## src/rtl/adder_if.sv

```systemverilog
// adder_if: groups the data and control bits of the adder leaf cell.
//   master : drives a, b, c, ser, en; observes f, cplus, f_q, cplus_q
//   slave  : the adder itself
interface adder_if;
    logic a;        // addend bit
    logic b;        // augend bit
    logic c;        // external carry-in (used when ser = 0)
    logic ser;      // 1 = carry-in from internal carry register
    logic en;       // register update enable
    logic f;        // combinational sum
    logic cplus;    // combinational carry-out
    logic f_q;      // registered sum
    logic cplus_q;  // registered carry-out

    modport master (
        output a, b, c, ser, en,
        input  f, cplus, f_q, cplus_q
    );

    modport slave (
        input  a, b, c, ser, en,
        output f, cplus, f_q, cplus_q
    );
endinterface

```

## src/rtl/adder.sv

```systemverilog
// adder: one-bit full adder leaf cell with optional bit-serial operation.
//   clk  : rising-edge clock
//   rst  : asynchronous active-high reset (clears f_q, cplus_q, carry register)
//   bus  : adder_if.slave
//          a, b, c, ser, en in; f, cplus (combinational), f_q, cplus_q out
// With ser = 1 the carry-in comes from the internal carry register, so a
// multi-bit word can be added LSB first, one bit per enabled clock.
module adder (
    input  logic    clk,
    input  logic    rst,
    adder_if.slave  bus
);

    logic cy_q;
    logic cin;
    logic sum;
    logic carry;
    logic f_q;
    logic cplus_q;

    always_comb begin
        cin   = bus.ser ? cy_q : bus.c;
        sum   = bus.a ^ bus.b ^ cin;
        carry = (bus.a & bus.b) | (bus.a & cin) | (bus.b & cin);
    end

    always_ff @(posedge clk or posedge rst) begin
        if (rst) begin
            f_q     <= 1'b0;
            cplus_q <= 1'b0;
            cy_q    <= 1'b0;
        end else if (bus.en) begin
            f_q     <= sum;
            cplus_q <= carry;
            cy_q    <= carry;
        end
    end

    assign bus.f       = sum;
    assign bus.cplus   = carry;
    assign bus.f_q     = f_q;
    assign bus.cplus_q = cplus_q;

endmodule

```

## src/flat_wrapper.sv

```systemverilog
// flat-port wrapper written by rule: the top's interface ports become plain ports
module adder_flat 
  (clk, rst, bus_a, bus_b, bus_c, bus_ser, bus_en, bus_f, bus_cplus, bus_f_q, bus_cplus_q);
  adder_if bus_i ();
  input  logic clk;
  input  logic rst;
  input wire logic [$bits(bus_i.a)-1:0] bus_a;
  input wire logic [$bits(bus_i.b)-1:0] bus_b;
  input wire logic [$bits(bus_i.c)-1:0] bus_c;
  input wire logic [$bits(bus_i.ser)-1:0] bus_ser;
  input wire logic [$bits(bus_i.en)-1:0] bus_en;
  output wire logic [$bits(bus_i.f)-1:0] bus_f;
  output wire logic [$bits(bus_i.cplus)-1:0] bus_cplus;
  output wire logic [$bits(bus_i.f_q)-1:0] bus_f_q;
  output wire logic [$bits(bus_i.cplus_q)-1:0] bus_cplus_q;
  assign bus_i.a = bus_a;
  assign bus_i.b = bus_b;
  assign bus_i.c = bus_c;
  assign bus_i.ser = bus_ser;
  assign bus_i.en = bus_en;
  assign bus_f = bus_i.f;
  assign bus_cplus = bus_i.cplus;
  assign bus_f_q = bus_i.f_q;
  assign bus_cplus_q = bus_i.cplus_q;
  adder u_core (.clk(clk), .rst(rst), .bus(bus_i));
endmodule
```

## config.mk

```make
export PLATFORM = sky130hd
export DESIGN_NAME = adder_flat
export DESIGN_NICKNAME = d
export VERILOG_FILES = /design/src/rtl/adder_if.sv /design/src/rtl/adder.sv /design/src/flat_wrapper.sv
export SDC_FILE = /design/constraint.sdc
export NUM_CORES = 1
export LEC_CHECK = 0
export CORE_AREA = 3 3 40 42
export CTS_BUF_LIST = sky130_fd_sc_hd__clkbuf_8
export CTS_CLUSTER_SIZE = 20
export DETAILED_ROUTE_END_ITERATION = 8
export DIE_AREA = 0 0 43 45
export PLACE_DENSITY = 0.31
export SLEW_MARGIN = 10
export SYNTH_ARGS = -nofsm -noshare
export SYNTH_HDL_FRONTEND = slang
export SYNTH_SLANG_ARGS = --single-unit
```

## constraint.sdc

```tcl
create_clock -name clk -period 1.6 [get_ports clk]
set_input_delay 0.24 -clock clk [delete_from_list [all_inputs] [get_ports clk]]
set_output_delay 0.24 -clock clk [all_outputs]
set_load 0.01 [all_outputs]
```

==> impl_metrics.yaml, run 1 <==
global_routing:
  grt-ovfl-total: 0
  grt_pass1_wl_um: 621
  grtUsageTotal_pct: 5.17
  grt_pass1_vias: 140
  grt_max_degree: 3
  antenna_found_initial: 0
routing:
  wl_per_cell_um: 10.2
  vias: 123
  drc: 0
  firstDrtPassIters: 1
  viasPerCell: 3.15
  drt_wl_total_um: 398
  route.antenna.remaining_nets: 0
  first_iter_violations: 0
synthesis:
  ys_seq_elements: 2
  seq_area_frac_synth_pct: 46.5
  synthesis.nets: 15
  synth_top_family_by_area: "multiplexers"
  synth-compound-area-share_pct: 0
  synth_cells: 7
  synth_cell_types: 4
  syn_avg_cell_area_um2: 15.4
  synth_fa_ha_area_share_pct: 18.6
  yosysWarnings: 0
  netlist_area_um2: 108
  yosys.area_share.simple_pct: 0
  synthMuxAreaShare_pct: 31.4
  synthXorXnorAreaFrac_pct: 0
clock_tree:
  clock_path_buffers: 2
  hold_buffers: 0
  clock-sinks: 2
  cts_buffers: 3
  cts_tree: "yes"
  clkTransAtPathRegs_ps: 30
  clockRootBuffer: "clkbuf_8"
  ctsHtreeMaxLevel: 1
  worstSkewPairLatency_ps: 210
floorplan:
  std_cell_rows: 13
  die-area_um2: 1940
  core_um2: 1280
  die_h_um: 45
  pin_count: 11
  start_util_pct: 8.37
  die_w_um: 43
setup_path:
  path_buf_inv: 1
  critPathKind: "reg -> out"
  worstPathCellList: "mux2_4 -> fa_2 -> buf_6"
  cp.arrival_ps: 1490
  required_ps: 1360
  cp_max_fo: 2
  path_delay_family: "adder cells"
  cp_slowest_cell: "fa_2"
  worstSetupStartpointType: "register"
  slowest_delay_ps: 550
  endpoint_kind: "primary output"
final_layout:
  final_core_util_pct: 24.0
  fillers: 143
  multi_input_area_um2: 60.1
  finalInstanceArea_um2: 308
  ff_latch_area_um2: 50.0
  area_growth_pct: 186
  final_layout_size_suffix_gt1_share_pct: 54.2
  nNetsFinal: 34
  antenna_cells: 0
sta:
  period_minus_slack_ps: 1730
  min_period_over_period_pct: 108
  clock.fmax_mhz: 577
  slew_headroom_pct: 91.0
  drv_slew: 0
  rsz0062_at_grt: "yes"
  setup_ws_ps: -135
  skew_ps: 1.84
  tightest_slew_ps: 135
  finalHoldViolCount: 0
  setup_viol: 2
job:
  drv_cap: 0
run_status:
  status: "finished with violations"
  violations: "negative setup slack"
power_and_ir_drop:
  peakVddDrop_v: 0.000405
  powerDensity_nw_per_um2: 1290
  p_leak_uw: 0.000139
place:
  io_buffers: 10
  placed_area_um2: 241
  place_congestion: 0.734
  dp_hpwl_um: 269
hold_path:
  holdCritPathClass: "in -> async"
[synthesized netlist by cell type, drive strengths merged]
cell   number  share of area [%]
mux2        3                 31
dfrtp       2                 47
fa          1                 19
inv         1                3.5
[layout make-up]
cell class,count,share of cell area [%]
timing repair buffer,14,43.5
multi-input combinational,4,19.5
sequential,2,16.3
clock buffer,3,13.4
tap,15,6.10
inverter,1,1.22
[sequential cells by signal, indices dropped and copies added (netlist names)]
signal,flops
u_core.bus.cplus_q,1
u_core.bus.f_q,1
[what timing repair did]
item,4_1_cts,5_1_grt
endpoints found under the setup margin,4,3
resized for setup,15,0
pin swaps,1,1
setup buffers,1,1
[through the flow]
stage | setup WS (ps) | power, µW | hold slack, ps | cells | setup TNS (ps)
CTS | -151 | 402 | 182 | 38 | -289
detailed placement | -726 | 179 | 403 | 34 | -1980
global placement | -730 | 180 | 396 | 34 | -1990
global route | -177 | 423 | 195 | 39 | -334
finish | -135 | 398 | 183 | 39 | -225
floorplan | 29.6 | 104 | -18.8 | 7 | 0
[power breakdown]
group	internal [µW]	leakage, µW	switching, µW
Clock	159	0.0000216	36.0
Combinational	92.8	0.0000945	42.8
Sequential	62.3	0.0000234	5.63
[placed cells by master (no fill, tap or decap), drive strengths merged]
master         instances
fa                     1
buf                    6
clkdlybuf4s50          6
mux2                   3
dfrtp                  2
inv                    1
clkbuf                 3
dlygate4sd2            2
[per-layer routing]
metal	vias up	GRT usage, %	part of all wire (%)
li1	57	-	-
met5	-	0	0
met4	0	7.23	0
met3	0	2.79	12
met1	55	6.04	51
met2	11	5.39	37
[cells by family after synthesis]
kind of cell	after synthesis
buffers and inverters	1
adder cells (fa/ha/maj)	1
multiplexers	3
flip-flops	2
[worst paths after layout]
| check | startpoint | to | slack, ps | cells past startpoint |
|---|---|---|---|---|
| worst max-delay path | u_core.bus.cplus_q | bus_f | -130 | 3 |
| worst min-delay path | rst | u_core.bus.f_q | 180 | 2 |
| worst max register to register | u_core.bus.cplus_q | u_core.bus.f_q | -90 | 5 |
| worst min register to register | u_core.bus.f_q | u_core.bus.f_q | 510 | 1 |
| max in group asynchronous | rst | u_core.bus.cplus_q | 1310 | 2 |
| min in group clk | u_core.bus.f_q | u_core.bus.f_q | 510 | 1 |
Power figures use the tool's default switching activity.
==> inputs of run 2 (changes only) <==
- HOLD_SLACK_MARGIN: not set -> 0.12
- RECOVER_POWER: not set -> 50
- SETUP_SLACK_MARGIN: not set -> 0.3
==> run 2 against run 1 <==
Against the previous run: the run still ends with negative setup slack left; global-route usage is 0.079 points higher; sequential share of layout area increased by 0.76 points; final area down 4.5%; register-to-register slack improved by 110 ps; critical endpoint unchanged; largest cell class unchanged.
==> impl_metrics.yaml, run 2 (synthesis results as in run 1) <==
power_and_ir_drop:
  peakVddDrop_v: 0.000603
  p_clk_share_pct: 51.5
  power_uw: 377
  power_frac_seq_pct: 18.0
  p_int_uw: 296
  combPwrFrac_pct: 30.6
  p_sw_uw: 80.7
  powerDensity_nw_per_um2: 1280
  netSwitchingFraction_pct: 21.4
  p_leak_uw: 0.000140
setup_path:
  path_buf_inv: 1
  r2r_start: "u_core.bus.cplus_q"
  slowest_delay_ps: 540
  cp.arrival_ps: 1490
  worstPathCellList: "mux2_4 -> fa_2 -> buf_6"
  reg2reg_depth: 4
  worst_r2r_endpoint: "u_core.bus.f_q"
  worstSetupStartpointType: "register"
  path_delay_family: "adder cells"
  endpoint_kind: "primary output"
  critPathKind: "reg -> out"
  required_ps: 1360
  cp_max_fo: 2
  regToRegSetupSlack_ps: 20
  cp_slowest_cell: "fa_2"
routing:
  route.antenna.remaining_nets: 0
  firstDrtPassIters: 1
  vias: 113
  wl_per_cell_um: 10.4
  viasPerCell: 3.05
  drc: 0
  drt_wl_total_um: 384
  first_iter_violations: 0
sta:
  tightest_slew_ps: 135
  min_period_over_period_pct: 108
  hold-worst-slack_ps: 319
  setup_viol: 1
  clock.fmax_mhz: 579
  drv_slew: 0
  period_minus_slack_ps: 1730
  setup_ws_ps: -127
  rsz0062_at_grt: "yes"
  slew_headroom_pct: 90.9
  finalHoldViolCount: 0
  skew_ps: 2.26
final_layout:
  final_layout_size_suffix_gt1_share_pct: 50.0
  area_growth_pct: 173
  nNetsFinal: 32
  antenna_cells: 0
  finalNonFillerCells: 37
  final_common_cell: "dlygate4sd2_1"
  top_regs: "u_core.bus.cplus_q: 1 flops, u_core.bus.f_q: 1 flops"
  finalInstanceArea_um2: 294
  final_cell_mix: "dlygate4sd2_1 (4), mux2_4 (3), clkbuf_8 (3), clkdlybuf4s50_1 (3)"
clock_tree:
  clockRootBuffer: "clkbuf_8"
  clock_path_buffers: 2
  cts_buffers: 3
  hold_buffers: 0
  cts_tree: "yes"
  clock-sinks: 2
  worstSkewPairLatency_ps: 210
  clkTransAtPathRegs_ps: 30
  ctsHtreeMaxLevel: 1
global_routing:
  grtUsageTotal_pct: 5.25
  grt-ovfl-total: 0
  grt_max_degree: 3
  antenna_found_initial: 0
  grt_pass1_wl_um: 648
  grt_pass1_vias: 148
floorplan:
  core_um2: 1280
  die_w_um: 43
  start_util_pct: 8.37
  pin_count: 11
  die-area_um2: 1940
  std_cell_rows: 13
  die_h_um: 45
place:
  io_buffers: 10
  placed_area_um2: 240
  dp_slack_ps: -749
  dp_cells: 33
  place_congestion: 0.628
run_status:
  violations: "negative setup slack"
  status: "finished with violations"
hold_path:
  holdCritPathClass: "in -> async"
job:
  drv_cap: 0
run 2: cell types whose count changed in the layout (fill, tap and decap cells not counted):
cell             before  now
mux2_4                1    3
dlygate4sd3_1         0    1
clkdlybuf4s50_1       6    3
buf_6                 3    2
dlygate4sd2_1         2    4
mux2_2                2    0
buf_4                 3    2
run 2: worst register-to-register path: stages (launching register included):
cell     delay (ps)
dfrtp_1         360
mux2_4          270
fa_2            430
buf_4           150
mux2_4          250
run 2: power groups by stage:
stage,Combinational [µW],Clock [µW],Sequential (µW)
after global routing,125,209,70.3
after detailed placement,107,0,68.8
final,115,194,67.8
after CTS,105,200,68.0
after floorplan,33.9,0,74.2
after global placement,106,0,68.9
run 2: layout make-up:
cell class	instances	area, µm²
Fill cell	139	991
Timing Repair Buffer	12	113
Tap cell	15	18.8
Clock buffer	3	41.3
Sequential cell	2	50.0
Inverter	1	3.75
Multi-Input combinational cell	4	67.6
run 2: how the worst max path moves through the flow:
| stage | from | to | slack, ps | cells after the start |
|---|---|---|---|---|
| final | u_core.bus.cplus_q | bus_f | -130 | 3 |
| after global routing | u_core.bus.cplus_q | bus_f | -180 | 3 |
| after CTS | u_core.bus.cplus_q | bus_f | -190 | 3 |
| after detailed placement | bus_ser | bus_f | -750 | 4 |
| after global placement | bus_ser | bus_f | -730 | 4 |
| after floorplan | u_core.bus.cplus_q | u_core.bus.f_q | 90 | 3 |
run 2: layer usage:
layer	track usage (%)	up-vias	part of all wire [%]
met5	0	-	0
met1	6.27	47	50
met4	3.61	0	0
met2	5.99	13	34
li1	-	53	-
met3	4.38	0	16
run 2: metrics by stage:
step / TNS [ps] / utilization (%)
after floorplan: 0 / -
after global placement: -1660 / 18.7
after detailed placement: -1700 / 18.7
after CTS: -241 / 22.0
after global routing: -244 / 22.9
final: -127 / 22.9
run 2: repair_timing:
action	4_1_cts	5_1_grt
pin swaps	1	1
gates resized for setup	15	1
gates cloned	0	0
setup endpoints to repair	6	4
buffers inserted	0	1
==> inputs of run 3 (changes only) <==
- DONT_BUFFER_PORTS: not set -> 1
- PLACE_DENSITY: 0.31 -> 0.3
==> run 3 against run 2 <==
Against the previous run: largest power group unchanged; first-iteration DRC count increased by 1; global-route usage down 1.2 points; via count shrank 30%; sequential share of layout area is 8.6 points higher; the flow still finishes with violations (negative setup slack).
==> impl_metrics.yaml, run 3 (synthesis results as in run 1) <==
routing:
  route.antenna.remaining_nets: 0
  drc: 0
  firstDrtPassIters: 2
  vias: 79
  wl_per_cell_um: 11.5
  drt_wl_total_um: 310
  first_iter_violations: 1
  viasPerCell: 2.93
sta:
  setup_ws_ps: -46.3
  period_minus_slack_ps: 1650
  slew_headroom_pct: 90.4
  skew_ps: 0.567
  setup_viol: 1
  hold-worst-slack_ps: 194
  finalHoldViolCount: 0
  clock.fmax_mhz: 607
  rsz0062_at_grt: "yes"
  drv_slew: 0
  tightest_slew_ps: 143
  min_period_over_period_pct: 103
global_routing:
  grt_pass1_vias: 107
  grt_pass1_wl_um: 448
  grtUsageTotal_pct: 4.09
  grt_max_degree: 3
  grt-ovfl-total: 0
  antenna_found_initial: 0
clock_tree:
  clock_path_buffers: 2
  worstSkewPairLatency_ps: 210
  clock-sinks: 2
  ctsHtreeMaxLevel: 1
  postCtsSetupBuffers: 0
  clockRootBuffer: "clkbuf_8"
  cts_tree: "yes"
  cts_buffers: 3
  clkTransAtPathRegs_ps: 30
power_and_ir_drop:
  powerDensity_nw_per_um2: 1640
  peakVddDrop_v: 0.000225
  p_leak_uw: 0.0000861
hold_path:
  hold_depth: 1
  holdCritPathClass: "in -> reg"
floorplan:
  std_cell_rows: 13
  die_w_um: 43
  core_um2: 1280
  pin_count: 11
  die-area_um2: 1940
  die_h_um: 45
  start_util_pct: 8.37
setup_path:
  required_ps: 1360
  worstSetupStartpointType: "register"
  slowest_delay_ps: 570
  endpoint_kind: "primary output"
  cp.arrival_ps: 1410
  reg2reg_depth: 3
  path_buf_inv: 0
  crit_cells: 2
  worstPathCellList: "mux2_4 -> fa_2"
  path_delay_family: "adder cells"
  cp_max_fo: 2
  cp_slowest_cell: "fa_2"
  critPathKind: "reg -> out"
place:
  dp_slack_ps: 102
  io_buffers: 0
  place_congestion: 0.668
  dp_hpwl_um: 244
final_layout:
  ff_latch_area_um2: 50.0
  top_regs: "u_core.bus.cplus_q: 1 flops, u_core.bus.f_q: 1 flops"
  fillers: 140
  antenna_cells: 0
  nNetsFinal: 22
  area_growth_pct: 81.4
  final_common_cell: "clkbuf_8"
  final_layout_size_suffix_gt1_share_pct: 66.7
  final_cell_mix: "clkbuf_8 (3), mux2_4 (2), dfrtp_1 (2)"
  multi_input_area_um2: 63.8
run_status:
  status: "finished with violations"
  violations: "negative setup slack"
job:
  drv_cap: 0
-- run 3: changes by cell type in the layout (fill, tap and decap cells not counted) --
cell,previous run,this run
mux2_2,0,1
mux2_4,3,2
buf_6,2,0
buf_4,2,1
clkdlybuf4s50_1,3,0
dlygate4sd2_1,4,0
-- run 3: worst paths after layout --
path / startpoint / slack (ps) / endpoint
max: u_core.bus.cplus_q / -50 / bus_f
min: bus_en / 190 / u_core.bus.f_q
max reg2reg: u_core.bus.cplus_q / 110 / u_core.bus.f_q
min reg2reg: u_core.bus.f_q / 590 / u_core.bus.f_q
max in group asynchronous: rst / 1160 / u_core.bus.cplus_q
min in group asynchronous: rst / 330 / u_core.bus.f_q
-- run 3: area by class of cell --
class / instances / area share, %
multi-input cells: 4 / 32.7
flip-flops and latches: 2 / 25.6
repair buffers: 2 / 8.97
well taps: 15 / 9.62
clock buffers: 3 / 21.2
inverters: 1 / 1.92
-- run 3: where the power goes --
part | internal, µW | switching, µW
combinational | 31.7 | 21.7
clock | 159 | 35.6
sequential | 62.3 | 10.7
-- run 3: timing repair --
item / 4_1_cts / 5_1_grt
endpoints found under the hold margin: 2 / 0
hold buffers: 1 / 0
setup endpoints to repair: 4 / 4
gates resized for setup: 1 / 0
-- run 3: metal layers --
metal  global-route usage (%)  vias up  wire length [µm]
met5                        0        -                 0
met4                     7.23        0                 0
met3                     5.58        0                82
met2                     3.89       10               132
met1                     2.43       35                95
li1                         -       34                 -
-- run 3: metrics by stage --
stage	util, %	setup TNS (ps)	cells	area [µm²]	total power (µW)
after floorplan	-	0	7	114	108
after CTS	15.2	-61.4	27	195	334
after global placement	10.9	0	23	140	122
final	15.2	-46.3	27	195	321
after global routing	15.2	-91.5	27	195	342
after detailed placement	10.9	0	23	140	124
